**config.mk**
```make
export PLATFORM = sky130hd
export DESIGN_NAME = spi_seg_mux_controller_flat
export DESIGN_NICKNAME = d
export VERILOG_FILES = /design/src/rtl/spi_seg_mux_controller_pkg.sv /design/src/rtl/spi_seg_mux_controller_if.sv /design/src/rtl/spi_seg_mux_controller_spi_frame_rx.sv /design/src/rtl/spi_seg_mux_controller.sv /design/src/flat_wrapper.sv
export SDC_FILE = /design/constraint.sdc
export NUM_CORES = 1
export LEC_CHECK = 0
export ABC_AREA = 1
export CAP_MARGIN = 20
export CELL_PAD_IN_SITES_DETAIL_PLACEMENT = 1
export CELL_PAD_IN_SITES_GLOBAL_PLACEMENT = 1
export CORE_MARGIN = 8
export CORE_UTILIZATION = 29
export DETAILED_ROUTE_END_ITERATION = 10
export PLACE_DENSITY_LB_ADDON = 0.1
export SYNTH_ARGS = -nofsm -noshare
export SYNTH_HDL_FRONTEND = slang
export SYNTH_SLANG_ARGS = --single-unit
```
**constraint.sdc**
```tcl
create_clock -name clk -period 3 [get_ports clk]
set_clock_uncertainty 0.15 [all_clocks]
set_input_delay 0.6 -clock clk [delete_from_list [all_inputs] [get_ports clk]]
set_output_delay 0.6 -clock clk [all_outputs]
set_load 0.005 [all_outputs]
```
**src/rtl/spi_seg_mux_controller_pkg.sv**
```systemverilog
// Shared constants, receiver state encoding and the hex-to-segment decoder
// for the SPI-loaded 7-segment scan controller.
package seg_pkg;

    localparam int FRAME_BITS = 16;

    localparam logic [3:0] CMD_RAW   = 4'h1;
    localparam logic [3:0] CMD_HEX   = 4'h2;
    localparam logic [3:0] CMD_BLINK = 4'h3;
    localparam logic [3:0] CMD_ENA   = 4'h4;

    typedef enum logic [1:0] {
        RX_IDLE  = 2'd0,
        RX_SHIFT = 2'd1,
        RX_WAIT  = 2'd2
    } rx_state_e;

    // Segment order {g,f,e,d,c,b,a}, active high
    function automatic logic [6:0] hex7(input logic [3:0] v);
        case (v)
            4'h0:    hex7 = 7'h3F;
            4'h1:    hex7 = 7'h06;
            4'h2:    hex7 = 7'h5B;
            4'h3:    hex7 = 7'h4F;
            4'h4:    hex7 = 7'h66;
            4'h5:    hex7 = 7'h6D;
            4'h6:    hex7 = 7'h7D;
            4'h7:    hex7 = 7'h07;
            4'h8:    hex7 = 7'h7F;
            4'h9:    hex7 = 7'h6F;
            4'hA:    hex7 = 7'h77;
            4'hB:    hex7 = 7'h7C;
            4'hC:    hex7 = 7'h39;
            4'hD:    hex7 = 7'h5E;
            4'hE:    hex7 = 7'h79;
            4'hF:    hex7 = 7'h71;
            default: hex7 = 7'h00;
        endcase
    endfunction

endpackage

```
**src/rtl/spi_seg_mux_controller_if.sv**
```systemverilog
// SPI input pins and display output pins of the scan controller.
interface spi_seg_mux_controller_if #(
    parameter int NUM_DIGITS = 4
);
    logic                  spi_sck;
    logic                  spi_cs_n;
    logic                  spi_mosi;
    logic [7:0]            seg_out;
    logic [NUM_DIGITS-1:0] dig_en;
    logic                  frame_done;

    modport master (
        output spi_sck, spi_cs_n, spi_mosi,
        input  seg_out, dig_en, frame_done
    );

    modport slave (
        input  spi_sck, spi_cs_n, spi_mosi,
        output seg_out, dig_en, frame_done
    );
endinterface

```
**src/rtl/spi_seg_mux_controller_spi_frame_rx.sv**
```systemverilog
// Mode-0 SPI slave: synchronises the pins into clk, counts 16 bits MSB first
// and presents the completed frame combinationally for one clk.
module spi_frame_rx
    import seg_pkg::*;
(
    input  logic                  clk,
    input  logic                  rst_n,
    input  logic                  sck_i,
    input  logic                  cs_n_i,
    input  logic                  mosi_i,
    output logic                  frame_valid_o,
    output logic [FRAME_BITS-1:0] frame_o
);

    logic [2:0]            sck_sync_q;
    logic [1:0]            cs_sync_q;
    logic [1:0]            mosi_sync_q;
    rx_state_e             state_q, state_d;
    logic [4:0]            cnt_q, cnt_d;
    logic [FRAME_BITS-1:0] shift_q, shift_d;
    logic                  sck_rise_s;
    logic                  cs_n_s;
    logic                  mosi_s;

    // Bit [2] of the sck chain is only the edge-detect history, not a sync stage
    assign sck_rise_s = sck_sync_q[1] & ~sck_sync_q[2];
    assign cs_n_s     = cs_sync_q[1];
    assign mosi_s     = mosi_sync_q[1];

    // Two-flop synchronisers; cs_n resets high so no frame starts out of reset
    always_ff @(posedge clk) begin
        if (!rst_n) begin
            sck_sync_q  <= 3'b000;
            cs_sync_q   <= 2'b11;
            mosi_sync_q <= 2'b00;
        end else begin
            sck_sync_q  <= {sck_sync_q[1:0], sck_i};
            cs_sync_q   <= {cs_sync_q[0], cs_n_i};
            mosi_sync_q <= {mosi_sync_q[0], mosi_i};
        end
    end

    // Receiver state, bit counter and shift register
    always_ff @(posedge clk) begin
        if (!rst_n) begin
            state_q <= RX_IDLE;
            cnt_q   <= 5'd0;
            shift_q <= '0;
        end else begin
            state_q <= state_d;
            cnt_q   <= cnt_d;
            shift_q <= shift_d;
        end
    end

    // Frame sequencing; after 16 bits everything is ignored until cs_n rises
    always_comb begin
        state_d       = state_q;
        cnt_d         = cnt_q;
        shift_d       = shift_q;
        frame_valid_o = 1'b0;
        frame_o       = shift_q;
        case (state_q)
            RX_IDLE: begin
                cnt_d = 5'd0;
                if (!cs_n_s) begin
                    state_d = RX_SHIFT;
                end else begin
                    state_d = RX_IDLE;
                end
            end
            RX_SHIFT: begin
                if (cs_n_s) begin
                    state_d = RX_IDLE;
                    cnt_d   = 5'd0;
                end else if (sck_rise_s) begin
                    shift_d = {shift_q[FRAME_BITS-2:0], mosi_s};
                    if (cnt_q == 5'(FRAME_BITS - 1)) begin
                        frame_valid_o = 1'b1;
                        frame_o       = shift_d;
                        cnt_d         = 5'd0;
                        state_d       = RX_WAIT;
                    end else begin
                        cnt_d = cnt_q + 5'd1;
                    end
                end else begin
                    state_d = RX_SHIFT;
                end
            end
            RX_WAIT: begin
                if (cs_n_s) begin
                    state_d = RX_IDLE;
                end else begin
                    state_d = RX_WAIT;
                end
            end
            default: begin
                state_d = RX_IDLE;
                cnt_d   = 5'd0;
            end
        endcase
    end

endmodule

```
**src/rtl/spi_seg_mux_controller.sv**
```systemverilog
// Multiplexed 7-segment display controller: command decode, digit registers,
// scan/blink timing and the registered segment/digit-enable outputs.
module spi_seg_mux_controller
    import seg_pkg::*;
#(
    parameter int NUM_DIGITS  = 4,
    parameter int TICK_DIV    = 10000,
    parameter int BLINK_TICKS = 256
) (
    input  logic                       clk,
    input  logic                       rst_n,
    input  logic                       ena,
    spi_seg_mux_controller_if.slave    bus
);

    localparam int IDX_W = (NUM_DIGITS > 1) ? $clog2(NUM_DIGITS) : 1;
    localparam int PRE_W = $clog2(TICK_DIV);
    localparam int BLK_W = (BLINK_TICKS > 1) ? $clog2(BLINK_TICKS) : 1;
    localparam logic [IDX_W-1:0] IDX_MAX = IDX_W'(NUM_DIGITS - 1);
    localparam logic [PRE_W-1:0] PRE_MAX = PRE_W'(TICK_DIV - 1);
    localparam logic [BLK_W-1:0] BLK_MAX = BLK_W'(BLINK_TICKS - 1);

    logic                  frame_valid_s;
    logic [FRAME_BITS-1:0] frame_s;
    logic [3:0]            cmd_s;
    logic [3:0]            addr_s;
    logic [7:0]            data_s;
    logic                  addr_ok_s;
    logic                  tick_s;
    logic                  blank_s;

    logic [7:0]            digit_q [NUM_DIGITS];
    logic [7:0]            digit_d [NUM_DIGITS];
    logic [NUM_DIGITS-1:0] blink_mask_q, blink_mask_d;
    logic                  display_en_q, display_en_d;
    logic [PRE_W-1:0]      pre_q, pre_d;
    logic [IDX_W-1:0]      idx_q, idx_d;
    logic [BLK_W-1:0]      blk_q, blk_d;
    logic                  phase_on_q, phase_on_d;
    logic [7:0]            seg_q, seg_d;
    logic [NUM_DIGITS-1:0] dig_en_q, dig_en_d;
    logic                  frame_done_q, frame_done_d;

    spi_frame_rx u_rx (
        .clk           (clk),
        .rst_n         (rst_n),
        .sck_i         (bus.spi_sck),
        .cs_n_i        (bus.spi_cs_n),
        .mosi_i        (bus.spi_mosi),
        .frame_valid_o (frame_valid_s),
        .frame_o       (frame_s)
    );

    assign cmd_s     = frame_s[15:12];
    assign addr_s    = frame_s[11:8];
    assign data_s    = frame_s[7:0];
    assign addr_ok_s = (32'(addr_s) < 32'(NUM_DIGITS));
    assign tick_s    = ena && (pre_q == PRE_MAX);

    // Command decode; only accepted frames raise frame_done
    always_comb begin
        digit_d      = digit_q;
        blink_mask_d = blink_mask_q;
        display_en_d = display_en_q;
        frame_done_d = 1'b0;
        if (frame_valid_s) begin
            case (cmd_s)
                CMD_RAW: begin
                    if (addr_ok_s) begin
                        digit_d[addr_s[IDX_W-1:0]] = data_s;
                        frame_done_d               = 1'b1;
                    end else begin
                        frame_done_d = 1'b0;
                    end
                end
                CMD_HEX: begin
                    if (addr_ok_s) begin
                        digit_d[addr_s[IDX_W-1:0]] = {data_s[7], hex7(data_s[3:0])};
                        frame_done_d               = 1'b1;
                    end else begin
                        frame_done_d = 1'b0;
                    end
                end
                CMD_BLINK: begin
                    blink_mask_d = data_s[NUM_DIGITS-1:0];
                    frame_done_d = 1'b1;
                end
                CMD_ENA: begin
                    display_en_d = data_s[0];
                    frame_done_d = 1'b1;
                end
                default: begin
                    frame_done_d = 1'b0;
                end
            endcase
        end else begin
            frame_done_d = 1'b0;
        end
    end

    // Prescaler, scan index and blink phase; all frozen while ena is low
    always_comb begin
        pre_d      = pre_q;
        idx_d      = idx_q;
        blk_d      = blk_q;
        phase_on_d = phase_on_q;
        if (tick_s) begin
            pre_d = '0;
            idx_d = (idx_q == IDX_MAX) ? '0 : idx_q + IDX_W'(1);
            if (blk_q == BLK_MAX) begin
                blk_d      = '0;
                phase_on_d = ~phase_on_q;
            end else begin
                blk_d = blk_q + BLK_W'(1);
            end
        end else if (ena) begin
            pre_d = pre_q + PRE_W'(1);
        end else begin
            pre_d = pre_q;
        end
    end

    // Output stage sees current idx/digit state, so pins lag them by one clk
    always_comb begin
        blank_s = !display_en_q || !ena || (blink_mask_q[idx_q] && !phase_on_q);
        if (blank_s) begin
            seg_d    = 8'h00;
            dig_en_d = '0;
        end else begin
            seg_d    = digit_q[idx_q];
            dig_en_d = NUM_DIGITS'(1'b1) << idx_q;
        end
    end

    // All controller state and output registers
    always_ff @(posedge clk) begin
        if (!rst_n) begin
            for (int i = 0; i < NUM_DIGITS; i++) begin
                digit_q[i] <= 8'h00;
            end
            blink_mask_q <= '0;
            display_en_q <= 1'b1;
            pre_q        <= '0;
            idx_q        <= '0;
            blk_q        <= '0;
            phase_on_q   <= 1'b1;
            seg_q        <= 8'h00;
            dig_en_q     <= '0;
            frame_done_q <= 1'b0;
        end else begin
            digit_q      <= digit_d;
            blink_mask_q <= blink_mask_d;
            display_en_q <= display_en_d;
            pre_q        <= pre_d;
            idx_q        <= idx_d;
            blk_q        <= blk_d;
            phase_on_q   <= phase_on_d;
            seg_q        <= seg_d;
            dig_en_q     <= dig_en_d;
            frame_done_q <= frame_done_d;
        end
    end

    assign bus.seg_out    = seg_q;
    assign bus.dig_en     = dig_en_q;
    assign bus.frame_done = frame_done_q;

endmodule

```
**src/flat_wrapper.sv**
```systemverilog
// flat-port wrapper written by rule: the top's interface ports become plain ports
module spi_seg_mux_controller_flat import seg_pkg::*;
#(
    parameter int NUM_DIGITS  = 4,
    parameter int TICK_DIV    = 10000,
    parameter int BLINK_TICKS = 256
)
  (clk, rst_n, ena, bus_spi_sck, bus_spi_cs_n, bus_spi_mosi, bus_seg_out, bus_dig_en, bus_frame_done);
  spi_seg_mux_controller_if #(.NUM_DIGITS(NUM_DIGITS)) bus_i ();
  input  logic clk;
  input  logic rst_n;
  input  logic ena;
  input wire logic [$bits(bus_i.spi_sck)-1:0] bus_spi_sck;
  input wire logic [$bits(bus_i.spi_cs_n)-1:0] bus_spi_cs_n;
  input wire logic [$bits(bus_i.spi_mosi)-1:0] bus_spi_mosi;
  output wire logic [$bits(bus_i.seg_out)-1:0] bus_seg_out;
  output wire logic [$bits(bus_i.dig_en)-1:0] bus_dig_en;
  output wire logic [$bits(bus_i.frame_done)-1:0] bus_frame_done;
  assign bus_i.spi_sck = bus_spi_sck;
  assign bus_i.spi_cs_n = bus_spi_cs_n;
  assign bus_i.spi_mosi = bus_spi_mosi;
  assign bus_seg_out = bus_i.seg_out;
  assign bus_dig_en = bus_i.dig_en;
  assign bus_frame_done = bus_i.frame_done;
  spi_seg_mux_controller #(.NUM_DIGITS(NUM_DIGITS), .TICK_DIV(TICK_DIV), .BLINK_TICKS(BLINK_TICKS)) u_core (.clk(clk), .rst_n(rst_n), .ena(ena), .bus(bus_i));
endmodule
```
== Yosys cells after proc, flatten, opt, wreduce, memory -nomap -nowiden ==
Memories as Yosys holds them, arrays and structs flattened.
Index checks and enable logic that the tools add are counted.

* $add $sub $neg: 4
* $lt $le $gt $ge: 5
* Equal/unequal tests: 14
* Shift-type cells: 1
* Multiplexer cells: 37
* Bitwise operators: 8
* Reduce and logical (&&, ||, !) cells: 21

{| class="wikitable"
|+ Operators with widths
! cell !! count
|-
| bitwise mux 32 bit || 2
|-
| 2-to-1 mux 16 bit || 4
|-
| 2-to-1 mux 32 bit || 2
|-
| one-hot mux 32 bit (2 select lines) || 1
|-
| 2-to-1 mux 8 bit || 4
|-
| 2-to-1 mux 7 bit || 3
|-
| binary-select mux 8 bit (select 2 bit) || 1
|-
| demux 8 bit (select 2 bit) || 1
|-
| 2-to-1 mux 5 bit || 3
|-
| adder 14 x 1 -> 14 bit (second input constant) || 1
|-
| == test 14 bit (second input constant) || 1
|-
| 2-to-1 mux 2 bit || 5
|-
| one-hot mux 5 bit (2 select lines) || 1
|-
| AND reduction 2 bit || 5
|-
| adder 8 x 1 -> 8 bit (second input constant) || 1
|-
| == test 4 x 2 -> 1 bit (second input constant) || 2
|-
| == test 8 bit (second input constant) || 1
|-
| OR reduction 2 bit || 4
|-
| 2-to-1 mux 1 bit || 7
|-
| greater-or-equal comparator 3 bit (second input constant) || 2
|-
| NOT 2 -> 3 bit || 2
|-
| one-hot mux 2 bit (3 select lines) || 1
|-
| adder 5 x 1 -> 5 bit (second input constant) || 1
|-
| == test 5 x 4 -> 1 bit (second input constant) || 1
|-
| other kinds (23) || 34
|}

* Bits in registers: 105
* ROM bits: 112
* Input bits: 6
* Logic and storage cells: 110
* Memories: 1

{| class="wikitable"
|+ Memory list
! name !! depth !! bits a word !! read ports !! clocked after Yosys merged registers in !! write ports !! line !! RTL
|-
| (no name shown) || 16 || 7 || 1 || 0 || 0 || spi_seg_mux_controller_pkg.sv:20 || <nowiki>case (v)</nowiki>
|}

== Longest topological paths before layout ==
Gate-level depths: netlist of run 1.

* Word-level depth: 13
* Depth in mapped cells: 16
* Mapped depth without buffers: 15

== Cells and area by module ==
From an unflattened synthesis of run 1, not the netlist that was laid out.

* Cells, all modules: 783
* Area, all modules: 5242.5 um2

{| class="wikitable"
|+ Modules (own cells, without submodules)
! module !! times used !! cells each !! area an instance (um2) !! sequential area each (um2)
|-
| spi_seg_mux_controller || 1 || 592 || 3897.5 || 1501.4
|-
| spi_frame_rx || 1 || 191 || 1345.0 || 600.6
|}

== Least setup slack after synthesis of run 1 ==
No wires, ideal clock.

* Path kind: register to register
* Start: register u_core.u_rx.cnt_q[0]
* End: register u_core.digit_q[11] in the netlist's numbering
* Setup time: 64 ps
* Arrival time: 2040 ps
* Data required time: 2786 ps
* Slack: 746 ps
* Stages on the path, launching flop included: 16
* Buffers on the path: 1
* Clock period less this slack: 2254 ps
* Cells stage by stage: dfxtp_1 ha_1 nand3_1 nor2_2 buf_2 nand3_1 nand2_1 inv_1 ha_1 nand3_1 o21ai_1 nor2_1 nand2_1 nand2_1 nor2_1 nor2_1

* Elaborated cells on any way between the ends: 31
* Those cells by class: 3 x order compare; 5 x eq/ne; 18 x mux; 1 x bitwise; 3 x reduce/logical; 1 x memory

{| class="wikitable"
|+ RTL lines
! item !! line !! RTL
|-
| from (decl) || spi_seg_mux_controller_spi_frame_rx.sv:19 || <nowiki>logic [4:0] cnt_q, cnt_d;</nowiki>
|-
| from (signal assigned) || spi_seg_mux_controller_spi_frame_rx.sv:51 || <nowiki>cnt_q <= cnt_d;</nowiki>
|-
| == test 5 x 4 -> 1 bit || spi_seg_mux_controller_spi_frame_rx.sv:78 || <nowiki>if (cnt_q == 5'(FRAME_BITS - 1)) begin</nowiki>
|-
| 2-to-1 mux 16 bit || spi_seg_mux_controller_spi_frame_rx.sv:78 ||
|-
| 2-to-1 mux 16 bit || spi_seg_mux_controller_spi_frame_rx.sv:76 || <nowiki>end else if (sck_rise_s) begin</nowiki>
|-
| 2-to-1 mux 16 bit || spi_seg_mux_controller_spi_frame_rx.sv:73 || <nowiki>if (cs_n_s) begin</nowiki>
|-
| 2-to-1 mux 16 bit || spi_seg_mux_controller_spi_frame_rx.sv:63 || <nowiki>case (state_q)</nowiki>
|-
| named net u_core.frame_s[1] || spi_seg_mux_controller.sv:24 || <nowiki>logic [FRAME_BITS-1:0] frame_s;</nowiki>
|-
| memory (16 x 7 bit) || -- ||
|-
| 2-to-1 mux 7 bit || spi_seg_mux_controller.sv:77 || <nowiki>if (addr_ok_s) begin</nowiki>
|-
| 2-to-1 mux 7 bit || spi_seg_mux_controller.sv:67 || <nowiki>case (cmd_s)</nowiki>
|-
| 2-to-1 mux 7 bit || spi_seg_mux_controller.sv:66 || <nowiki>if (frame_valid_s) begin</nowiki>
|-
| bitwise mux 32 bit || spi_seg_mux_controller.sv:78 || <nowiki>digit_d[addr_s[IDX_W-1:0]] = {data_s[7], hex7(data_s[3:0])};</nowiki>
|-
| 2-to-1 mux 32 bit || spi_seg_mux_controller.sv:77 ||
|-
| one-hot mux 32 bit (2 select lines) || spi_seg_mux_controller.sv:67 ||
|-
| to (signal assigned) || spi_seg_mux_controller.sv:151 || <nowiki>digit_q <= digit_d;</nowiki>
|-
| to (decl) || spi_seg_mux_controller.sv:32 || <nowiki>logic [7:0] digit_q [NUM_DIGITS];</nowiki>
|}

The timed path passes the listed nets, and every way through them passes these cells. The select of a mux whose other input is x is not followed.
A chain may end at the register's enable or synchronous reset.

== Worst setup path after layout of run 1 ==
* Start: register u_core.u_rx.cnt_q[0]
* End: register u_core.digit_q[8] in the netlist's numbering

The elaborated chain is that of the path after synthesis.

==> flow_metrics.py, run 1 <==
metrics = {
    "pwr": {
        "p_clk_share_pct": 47.4,
        "ir_worst_vdd_mv": 0.2659,
        "fin_total_pwr_w": 0.002781,
        "power_density_nw_per_um2": 483.8,
        "p_int_w": 0.002194,
        "leakage_nw": 2.567,
        "swShare_pct": 21.11,
        "combPwrFrac_pct": 2.1,
        "p_seq_share_pct": 50.5,
        "p_switching_w": 0.0005873,
    },
    "logic_synthesis": {
        "async_flop_share_pct": 0,
        "synthFlopType": "dfxtp_1",
        "yosysSeqAreaShare_pct": 42.29,
        "synth.net_count": 731,
        "synth_top_family_by_area": "simple AND/OR/NAND/NOR gates",
        "synthCells": 715,
        "syn_area_um2": 4971,
        "yosys-top-cells-count": "203 x nand2_1, 105 x dfxtp_1, 95 x inv_1, 67 x nor2_1, 58 x a21oi_1",
        "yosysTopAreaCell": "dfxtp_1",
        "synth-xor-area-share_pct": 1.233,
        "synth_area_leaders": "dfxtp_1 42%, nand2_1 15%, inv_1 7.2%",
        "yosysWarningCount": 0,
        "synth_mux_area_share_pct": 0,
        "synth-compound-area-share_pct": 11.35,
        "ys_seq_elements": 105,
        "synthAdderAreaFrac_pct": 2.517,
        "synth-simple-area-share_pct": 32.62,
        "synth_edf_count": 0,
        "synth_most_common_cell": "nand2_1",
        "postSynthAreaPerCell_um2": 6.952,
        "yosys.area.top_type_share_pct": 42.29,
        "synth_cell_types": 35,
    },
    "placed_design": {
        "gp_congestion": 0.8069,
        "place_inst": 952,
        "port_buffers": 18,
        "dp_hpwl_um": 9648,
    },
    "timing": {
        "timing.final.max_slew_violations": 0,
        "max_freq_mhz": 377.1,
        "finalCritPeriodShare_pct": 88.39,
        "holdWs_ns": 0.2670,
        "rsz0062_at_grt": "no",
        "relSlewSlack_pct": 66.05,
        "setup_violations": 0,
        "hold_viol": 0,
        "fin_setup_tns_ns": 0,
        "finalCriticalPeriod_ns": 2.652,
        "worst_pin_slew_ns": 0.5081,
    },
    "detailed_routing": {
        "via_per_inst": 4.597,
        "wl_met3_um": 362,
        "wl_met2_um": 6234,
        "route.vias.total": 4450,
        "wl_per_cell_um": 13.62,
        "first_pass_iters": 4,
        "drtAntennaViolNets": 0,
        "wl_met1_um": 6386,
        "wl_um": 13180,
        "top_layer": "met4",
        "first_iter_violations": 186,
        "drc_errors": 0,
    },
    "clock_network": {
        "cts.clk_slew.worst_paths_ns": 0.07,
        "htreeDepth": 3,
        "cts-buffers-inserted": 9,
        "clk-insertion-delay-late_ns": 0.36,
        "cts_tree": "done",
        "root_buffer": "clkbuf_16",
        "cts_setup_buffers": 0,
        "clockBufferDepth": 2,
        "ctsHoldBuffers": 0,
        "cts-resized-gates": 0,
        "cts_num_sinks": 105,
    },
    "setup_path": {
        "worstSetupEndpointType": "flip-flop",
        "crit_required_ns": 3.09,
        "cp.arrival_ns": 2.74,
        "slowest_stage": "dfxtp_1",
        "cp_slowest_stage_delay_ns": 0.36,
        "crit_chain": "ha_1 -> nand3_1 -> nor2_2 -> nand2_4 -> nand2_1 -> nand2_1 -> inv_1 -> ha_1 -> nand3_1 -> nand2_1 -> nand2_1 -> nand2_1 -> nand2_1 -> nand2_1 -> a21oi_1",
        "crit_path_start_kind": "flip-flop",
        "critPathKind": "flip-flop to flip-flop",
        "rrSetupSlack_ns": 0.35,
        "path_max_fanout": 21,
        "cpMostUsedCell": "nand2_1",
    },
    "floorplanning": {
        "rows": 48,
        "pin_count": 19,
        "die_h_um": 146.9,
        "core_region_area_um2": 17060,
        "dieArea_um2": 21590,
        "die_x_um": 146.9,
        "start_util_pct": 29.14,
    },
    "finish": {
        "regArea_um2": 2102,
        "diodes": 0,
        "syn_to_final_growth_pct": 15.66,
        "fillCellCount": 2165,
        "nets": 754,
        "finalNonFillerCells": 968,
        "drive_gt1_share_pct": 8.748,
        "multi_input_area_um2": 2372,
    },
    "global_route": {
        "first_global_vias": 4553,
        "grt_max_degree": 35,
        "grt_overflow": 0,
        "antenna_found_initial": 0,
        "grt_use_total_pct": 12.81,
        "grt_pass1_wl_um": 22560,
    },
    "job": {
        "maxCapViolations": 0,
    },
    "outcome": {
        "status": "completed",
    },
    "min_path": {
        "hp-class": "flip-flop to flip-flop",
    },
}
cell type report:
| type | count | area share, % |
|---|---|---|
| repair buffers | 33 | 5.005 |
| inverters | 100 | 6.529 |
| clock inverters | 5 | 1.349 |
| clock buffers | 11 | 4.396 |
| well taps | 225 | 4.897 |
| multi-input cells | 489 | 41.26 |
| flip-flops and latches | 105 | 36.56 |
critical path, delay by kind of cell (launching register included):
kind | cells | cell delay, ns
flip-flops | 1 | 0.36
AND/OR/NAND/NOR | 11 | 1.26
AO/OA/AOI/OAI | 1 | 0.06
buffers and inverters | 1 | 0.24
adder cells (fa/ha/maj) | 2 | 0.46
metrics by stage:
| step | worst slack, ns | util [%] | cell area [um2] |
|---|---|---|---|
| 2_1_floorplan | 0.7461 | - | 4971 |
| 3_3_place_gp | 0.3940 | 31.77 | 5419 |
| 3_5_place_dp | 0.2965 | 31.77 | 5419 |
| 4_1_cts | 0.3470 | 33.71 | 5749 |
| 5_1_grt | 0.03936 | 33.71 | 5749 |
| 6_report | 0.3484 | 33.71 | 5749 |
kinds of logic (layout without fill, tap and decap cells):
logic type / count (synthesis) / after routing
simple gates: 367 / 367
buf+inv: 121 / 149
compound gates: 105 / 105
flops: 105 / 105
fa+ha+maj: 10 / 10
xor+xnor: 7 / 7
final timing paths:
check	start	end	cells after the start
max reg2reg	u_core.u_rx.cnt_q[0]	u_core.digit_q[8]	15
max	u_core.u_rx.cnt_q[0]	u_core.digit_q[8]	15
min	u_core.u_rx.sck_sync_q[0]	u_core.u_rx.sck_sync_q[1]	2
min reg2reg	u_core.u_rx.sck_sync_q[0]	u_core.u_rx.sck_sync_q[1]	2
sequential cells by signal (all words and copies together) (netlist names), 3 cells and up:
signal,count
u_core.u_rx.cnt_q,5
u_core.pre_q,14
u_core.bus.seg_out,8
u_core.blk_q,8
u_core.u_rx.sck_sync_q,3
u_core.digit_q,32
u_core.u_rx.shift_q,16
u_core.blink_mask_q,4
u_core.bus.dig_en,4
power by group through the flow:
stage / Combinational (W) / Sequential (W) / Clock (W)
after floorplan: 0.0000355 / 0.00144 / 0
after global placement: 0.0000591 / 0.00144 / 0
after detailed placement: 0.0000602 / 0.00144 / 0
after CTS: 0.0000603 / 0.00140 / 0.00137
after global routing: 0.0000666 / 0.00140 / 0.00142
final: 0.0000589 / 0.00140 / 0.00132
layer usage:
layer  track usage [%]  vias up
met1             15.96     2088
li1                  -     2307
met3             2.922       16
met4             4.589        0
met2             21.24       39
met5                 0        -
placed cells by master (no fill, tap or decap), types with 4 or more instances in the layout:
master / n
nand2_1: 203
nand4_1: 19
nor3_1: 14
nor2_1: 67
inv_1: 95
nand2_2: 6
clkdlybuf4s50_1: 17
nor3_2: 4
inv_2: 5
ha_1: 10
a21oi_1: 58
clkbuf_16: 9
dfxtp_1: 105
xnor2_1: 4
o21ai_1: 5
nand3_2: 4
nand3_1: 35
o21ai_0: 28
buf_4: 15
or2_2: 4
(Power assumes the default switching activity.)
==> inputs of run 2 (changes only) <==
CORE_ASPECT_RATIO = 0.75   (was unset)
==> flow_metrics.py, run 2 (synthesis results as in run 1) <==
metrics = {
    "finish": {
        "top_regs": "u_core.digit_q: 32 flops, u_core.u_rx.shift_q: 16 flops, u_core.pre_q: 14 flops",
        "top_register": "u_core.digit_q",
        "nets": 751,
        "drive_gt1_share_pct": 8.130,
        "finalNonFillerCells": 953,
        "layout_common_cells": "203 x nand2_1, 105 x dfxtp_1, 94 x inv_1, 67 x nor2_1, 58 x a21oi_1",
        "syn_to_final_growth_pct": 15.00,
        "diodes": 0,
        "final_common_cell": "nand2_1",
        "largest_register_ffs": 32,
    },
    "global_route": {
        "first_global_vias": 4542,
        "antenna_found_initial": 0,
        "grt_overflow": 0,
        "grt_use_total_pct": 12.96,
        "grt_pass1_wl_um": 22850,
        "grt_max_degree": 43,
    },
    "floorplanning": {
        "die_h_um": 129.4,
        "dieArea_um2": 21630,
        "pin_count": 19,
        "start_util_pct": 29.54,
        "die_x_um": 167.2,
        "rows": 41,
        "core_region_area_um2": 16830,
    },
    "setup_path": {
        "worstSetupEndpointType": "flip-flop",
        "cp.arrival_ns": 2.68,
        "critPathTopFamily": "simple AND/OR/NAND/NOR gates",
        "crit_required_ns": 3.10,
        "crit_path_start_kind": "flip-flop",
        "critPathKind": "flip-flop to flip-flop",
        "cpMostUsedCell": "nand2_1",
        "slowest_stage": "dfxtp_1",
        "path_max_fanout": 21,
        "crit_chain": "ha_1 -> nand3_1 -> nor2_2 -> nand2_4 -> nand2_1 -> nand2_1 -> inv_2 -> ha_1 -> nand3_1 -> o21ai_1 -> nor2_1 -> nand2_1 -> nand2_1 -> nor2_1 -> nor2_1",
        "cp_num_buf_inv": 1,
        "cp_slowest_stage_delay_ns": 0.35,
    },
    "min_path": {
        "hp-class": "flip-flop to flip-flop",
    },
    "placed_design": {
        "port_buffers": 18,
        "dp_hpwl_um": 9814,
        "gp_congestion": 0.7973,
        "place_inst": 939,
    },
    "detailed_routing": {
        "route.vias.total": 4420,
        "drc_errors": 0,
        "wl_per_cell_um": 14.06,
        "drtAntennaViolNets": 0,
        "via_per_inst": 4.638,
        "first_iter_violations": 194,
        "wl_um": 13400,
        "first_pass_iters": 4,
    },
    "timing": {
        "worst_pin_slew_ns": 0.5405,
        "setup_violations": 0,
        "relSlewSlack_pct": 63.59,
        "rsz0062_at_grt": "no",
        "hold_viol": 0,
        "finalCritPeriodShare_pct": 86.17,
        "finalCriticalPeriod_ns": 2.585,
        "timing.final.max_slew_violations": 0,
        "max_freq_mhz": 386.8,
        "fin_setup_tns_ns": 0,
    },
    "clock_network": {
        "cts_setup_buffers": 0,
        "clockBufferDepth": 2,
        "cts.clk_slew.worst_paths_ns": 0.07,
        "root_buffer": "clkbuf_16",
        "htreeDepth": 3,
        "cts_num_sinks": 105,
        "cts_tree": "done",
        "clk-insertion-delay-late_ns": 0.35,
        "cts-buffers-inserted": 9,
    },
    "outcome": {
        "status": "completed",
    },
    "pwr": {
        "ir_worst_vdd_mv": 0.2484,
        "leakage_nw": 2.554,
        "power_density_nw_per_um2": 493.5,
    },
    "job": {
        "maxCapViolations": 0,
    },
}
run 2: cell count changes in the layout (fill, tap and decap cells not counted), sizes merged:
cell | previous run | this run
bufinv | 2 | 3
clkinv | 2 | 0
clkinvlp | 1 | 0
buf | 16 | 13
run 2: worst min-delay path: cells and delay by family, from the launching register on:
family,cells,cell delay [ns]
buffers and inverters,1,0.04
and+or+nand+nor,1,0.05
DFF,1,0.31
run 2: repair_timing:
| item | 4_1_cts | 5_1_grt |
|---|---|---|
| hold buffers | 0 | 0 |
| endpoints found under the setup margin | 0 | 1 |
| gates resized for setup | 0 | 1 |
run 2: layout make-up:
class / instances / area (um2)
multi-input combinational: 489 / 2372
clock inverter: 3 / 90.09
inverter: 100 / 375.4
sequential: 105 / 2102
tap: 215 / 269.0
fill: 2133 / 11110
clock buffer: 11 / 242.7
timing repair buffer: 30 / 265.3
run 2: metrics by stage:
step	utilization [%]	power [W]	hold WS, ns	cell area (um2)	setup slack (ns)
after floorplan	-	0.001472	0.2405	4971	0.7461
after global placement	32.00	0.001497	0.2525	5384	0.4155
after detailed placement	32.00	0.001499	0.2569	5384	0.3388
after global routing	33.98	0.002928	0.2808	5717	0.05046
final	33.98	0.002821	0.2687	5717	0.4148
after CTS	33.98	0.002870	0.2729	5717	0.3355
run 2: metal layers:
| layer | global-route usage, % | wire length (um) | part of all wire (%) | vias up |
|---|---|---|---|---|
| met5 | 0 | 0 | 0 | - |
| met4 | 3.717 | 133 | 0.99 | 0 |
| met3 | 2.826 | 315 | 2.4 | 10 |
| met2 | 21.05 | 5866 | 44 | 22 |
| met1 | 17.15 | 7087 | 53 | 2097 |
| li1 | - | - | - | 2291 |
run 2: power by group:
part	internal [W]	leakage [nW]	switching (W)	total (W)
clock network	0.000831	0.162	0.000526	0.00136
registers	0.00140	0.848	0.00000421	0.00140
logic	0.0000193	1.54	0.0000406	0.0000599
run 2: path summary, 6_finish.rpt:
check | from | cells after the start | endpoint | slack, ns
setup / recovery | u_core.u_rx.cnt_q[1] | 15 | u_core.digit_q[11] | 0.41
hold / removal | u_core.u_rx.mosi_sync_q[0] | 2 | u_core.u_rx.mosi_sync_q[1] | 0.27
setup reg to reg | u_core.u_rx.cnt_q[1] | 15 | u_core.digit_q[11] | 0.41
hold reg to reg | u_core.u_rx.mosi_sync_q[0] | 2 | u_core.u_rx.mosi_sync_q[1] | 0.27
==> inputs of run 3 (changes only) <==
CORE_UTILIZATION = 25   (was 29)
HOLD_SLACK_MARGIN = 0.03   (was unset)
==> flow_metrics.py, run 3 (synthesis results as in run 1) <==
metrics = {
    "outcome": {
        "status": "completed",
    },
    "global_route": {
        "grt_use_total_pct": 11.63,
        "grt_overflow": 0,
        "first_global_vias": 4485,
        "grt_pass1_wl_um": 23080,
        "grt_max_degree": 63,
        "antenna_found_initial": 0,
    },
    "pwr": {
        "leakage_nw": 2.546,
        "ir_worst_vdd_mv": 0.2678,
        "power_density_nw_per_um2": 454.5,
    },
    "setup_path": {
        "crit_required_ns": 3.09,
        "worstSetupEndpointType": "flip-flop",
        "path_max_fanout": 15,
        "cp_slowest_stage_delay_ns": 0.36,
        "cpMostUsedCell": "nand2_1",
        "cp.arrival_ns": 2.76,
        "slowest_stage": "dfxtp_1",
        "critPathKind": "flip-flop to flip-flop",
        "crit_path_start_kind": "flip-flop",
        "crit_chain": "ha_1 -> nand3_1 -> nor2_4 -> nand2_4 -> nand2_1 -> nand2_1 -> inv_1 -> ha_1 -> nand3_1 -> nand2_1 -> nand2_1 -> nand2_1 -> nand2_1 -> nand2_1 -> a21oi_1",
    },
    "finish": {
        "final_common_cell": "nand2_1",
        "syn_to_final_growth_pct": 15.33,
        "largest_register_ffs": 32,
        "diodes": 0,
        "layout_common_cells": "203 x nand2_1, 105 x dfxtp_1, 95 x inv_1, 67 x nor2_1, 58 x a21oi_1",
        "postLayoutCoreUtil_pct": 29.50,
        "drive_gt1_share_pct": 8.625,
        "nets": 753,
        "top_register": "u_core.digit_q",
        "top_regs": "u_core.digit_q: 32 flops, u_core.u_rx.shift_q: 16 flops, u_core.pre_q: 14 flops",
    },
    "floorplanning": {
        "pin_count": 19,
        "dieArea_um2": 24700,
        "start_util_pct": 25.58,
        "die_h_um": 138.1,
        "die_x_um": 178.8,
        "core_region_area_um2": 19430,
        "rows": 44,
    },
    "timing": {
        "setup_violations": 0,
        "fin_setup_tns_ns": 0,
        "setup_slack_ns": 0.3282,
        "timing.final.max_slew_violations": 0,
        "rsz0062_at_grt": "no",
        "worst_pin_slew_ns": 0.6605,
        "finalCritPeriodShare_pct": 89.06,
        "finalCriticalPeriod_ns": 2.672,
        "max_freq_mhz": 374.3,
        "relSlewSlack_pct": 55.97,
        "hold_viol": 0,
    },
    "detailed_routing": {
        "wl_per_cell_um": 13.95,
        "wl_um": 13880,
        "via_per_inst": 4.514,
        "route.vias.total": 4491,
        "first_pass_iters": 4,
        "drtAntennaViolNets": 0,
        "drc_errors": 0,
        "first_iter_violations": 195,
    },
    "clock_network": {
        "root_buffer": "clkbuf_16",
        "htreeDepth": 3,
        "cts_num_sinks": 105,
        "clk-insertion-delay-late_ns": 0.35,
        "cts_tree": "done",
        "cts-buffers-inserted": 9,
        "cts_setup_buffers": 0,
        "cts.clk_slew.worst_paths_ns": 0.07,
        "clockBufferDepth": 2,
    },
    "placed_design": {
        "post-place-ws_ns": 0.2278,
        "port_buffers": 18,
        "dp_hpwl_um": 10340,
        "gp_congestion": 0.7651,
    },
    "min_path": {
        "hp-class": "flip-flop to flip-flop",
    },
    "job": {
        "maxCapViolations": 0,
    },
}
[run 3: worst max-delay path: cells and delay by family, from the launching register on]
family                     cells  cell delay, ns
AOI/OAI and AO/OA              1            0.06
adders and majority gates      2            0.46
buffers and inverters          1            0.22
DFF                            1            0.36
and+or+nand+nor               11            1.29
[run 3: what timing repair did]
action,CTS,global route
setup endpoints to repair,0,13
resized for setup,0,1
hold buffers,0,0
endpoints found under the hold margin,0,0
[run 3: area by class of cell]
cell class / count / area, um2
inverters: 100 / 375.4
well taps: 253 / 316.6
clock buffers: 11 / 252.7
multi-input cells: 489 / 2377
clock inverters: 5 / 28.78
flip-flops and latches: 105 / 2102
repair buffers: 32 / 280.3
fillers: 2418 / 13700
[run 3: layer usage]
layer  GRT usage (%)  wire length [um]
met5               0                 0
met1           16.02              7392
met3           2.721               324
met2           17.80              6017
met4           3.083               148
[run 3: per-stage QoR]
stage | std cells | total power, W | hold slack, ns | cell area, um2
after global placement | 979 | 0.001498 | 0.2564 | 5446
after floorplan | 715 | 0.001472 | 0.2405 | 4971
after detailed placement | 979 | 0.001499 | 0.2609 | 5446
after global routing | 995 | 0.002726 | 0.2976 | 5733
after CTS | 995 | 0.002669 | 0.2740 | 5728
final | 995 | 0.002606 | 0.2680 | 5733
[run 3: final timing paths]
kind                                  from                  endpoint  slack (ns)  cells after the start
setup / recovery      u_core.u_rx.cnt_q[1]        u_core.digit_q[16]        0.33                     15
hold / removal    u_core.u_rx.cs_sync_q[0]  u_core.u_rx.cs_sync_q[1]        0.27                      1
setup reg to reg      u_core.u_rx.cnt_q[1]        u_core.digit_q[16]        0.33                     15
hold reg to reg   u_core.u_rx.cs_sync_q[0]  u_core.u_rx.cs_sync_q[1]        0.27                      1
[run 3: where the power goes]
| part | switching, W | internal (W) | leakage, nW | total, W |
|---|---|---|---|---|
| Sequential | 0.00000414 | 0.00140 | 0.848 | 0.00140 |
| Clock | 0.000535 | 0.000607 | 0.145 | 0.00114 |
| Combinational | 0.0000405 | 0.0000191 | 1.55 | 0.0000596 |
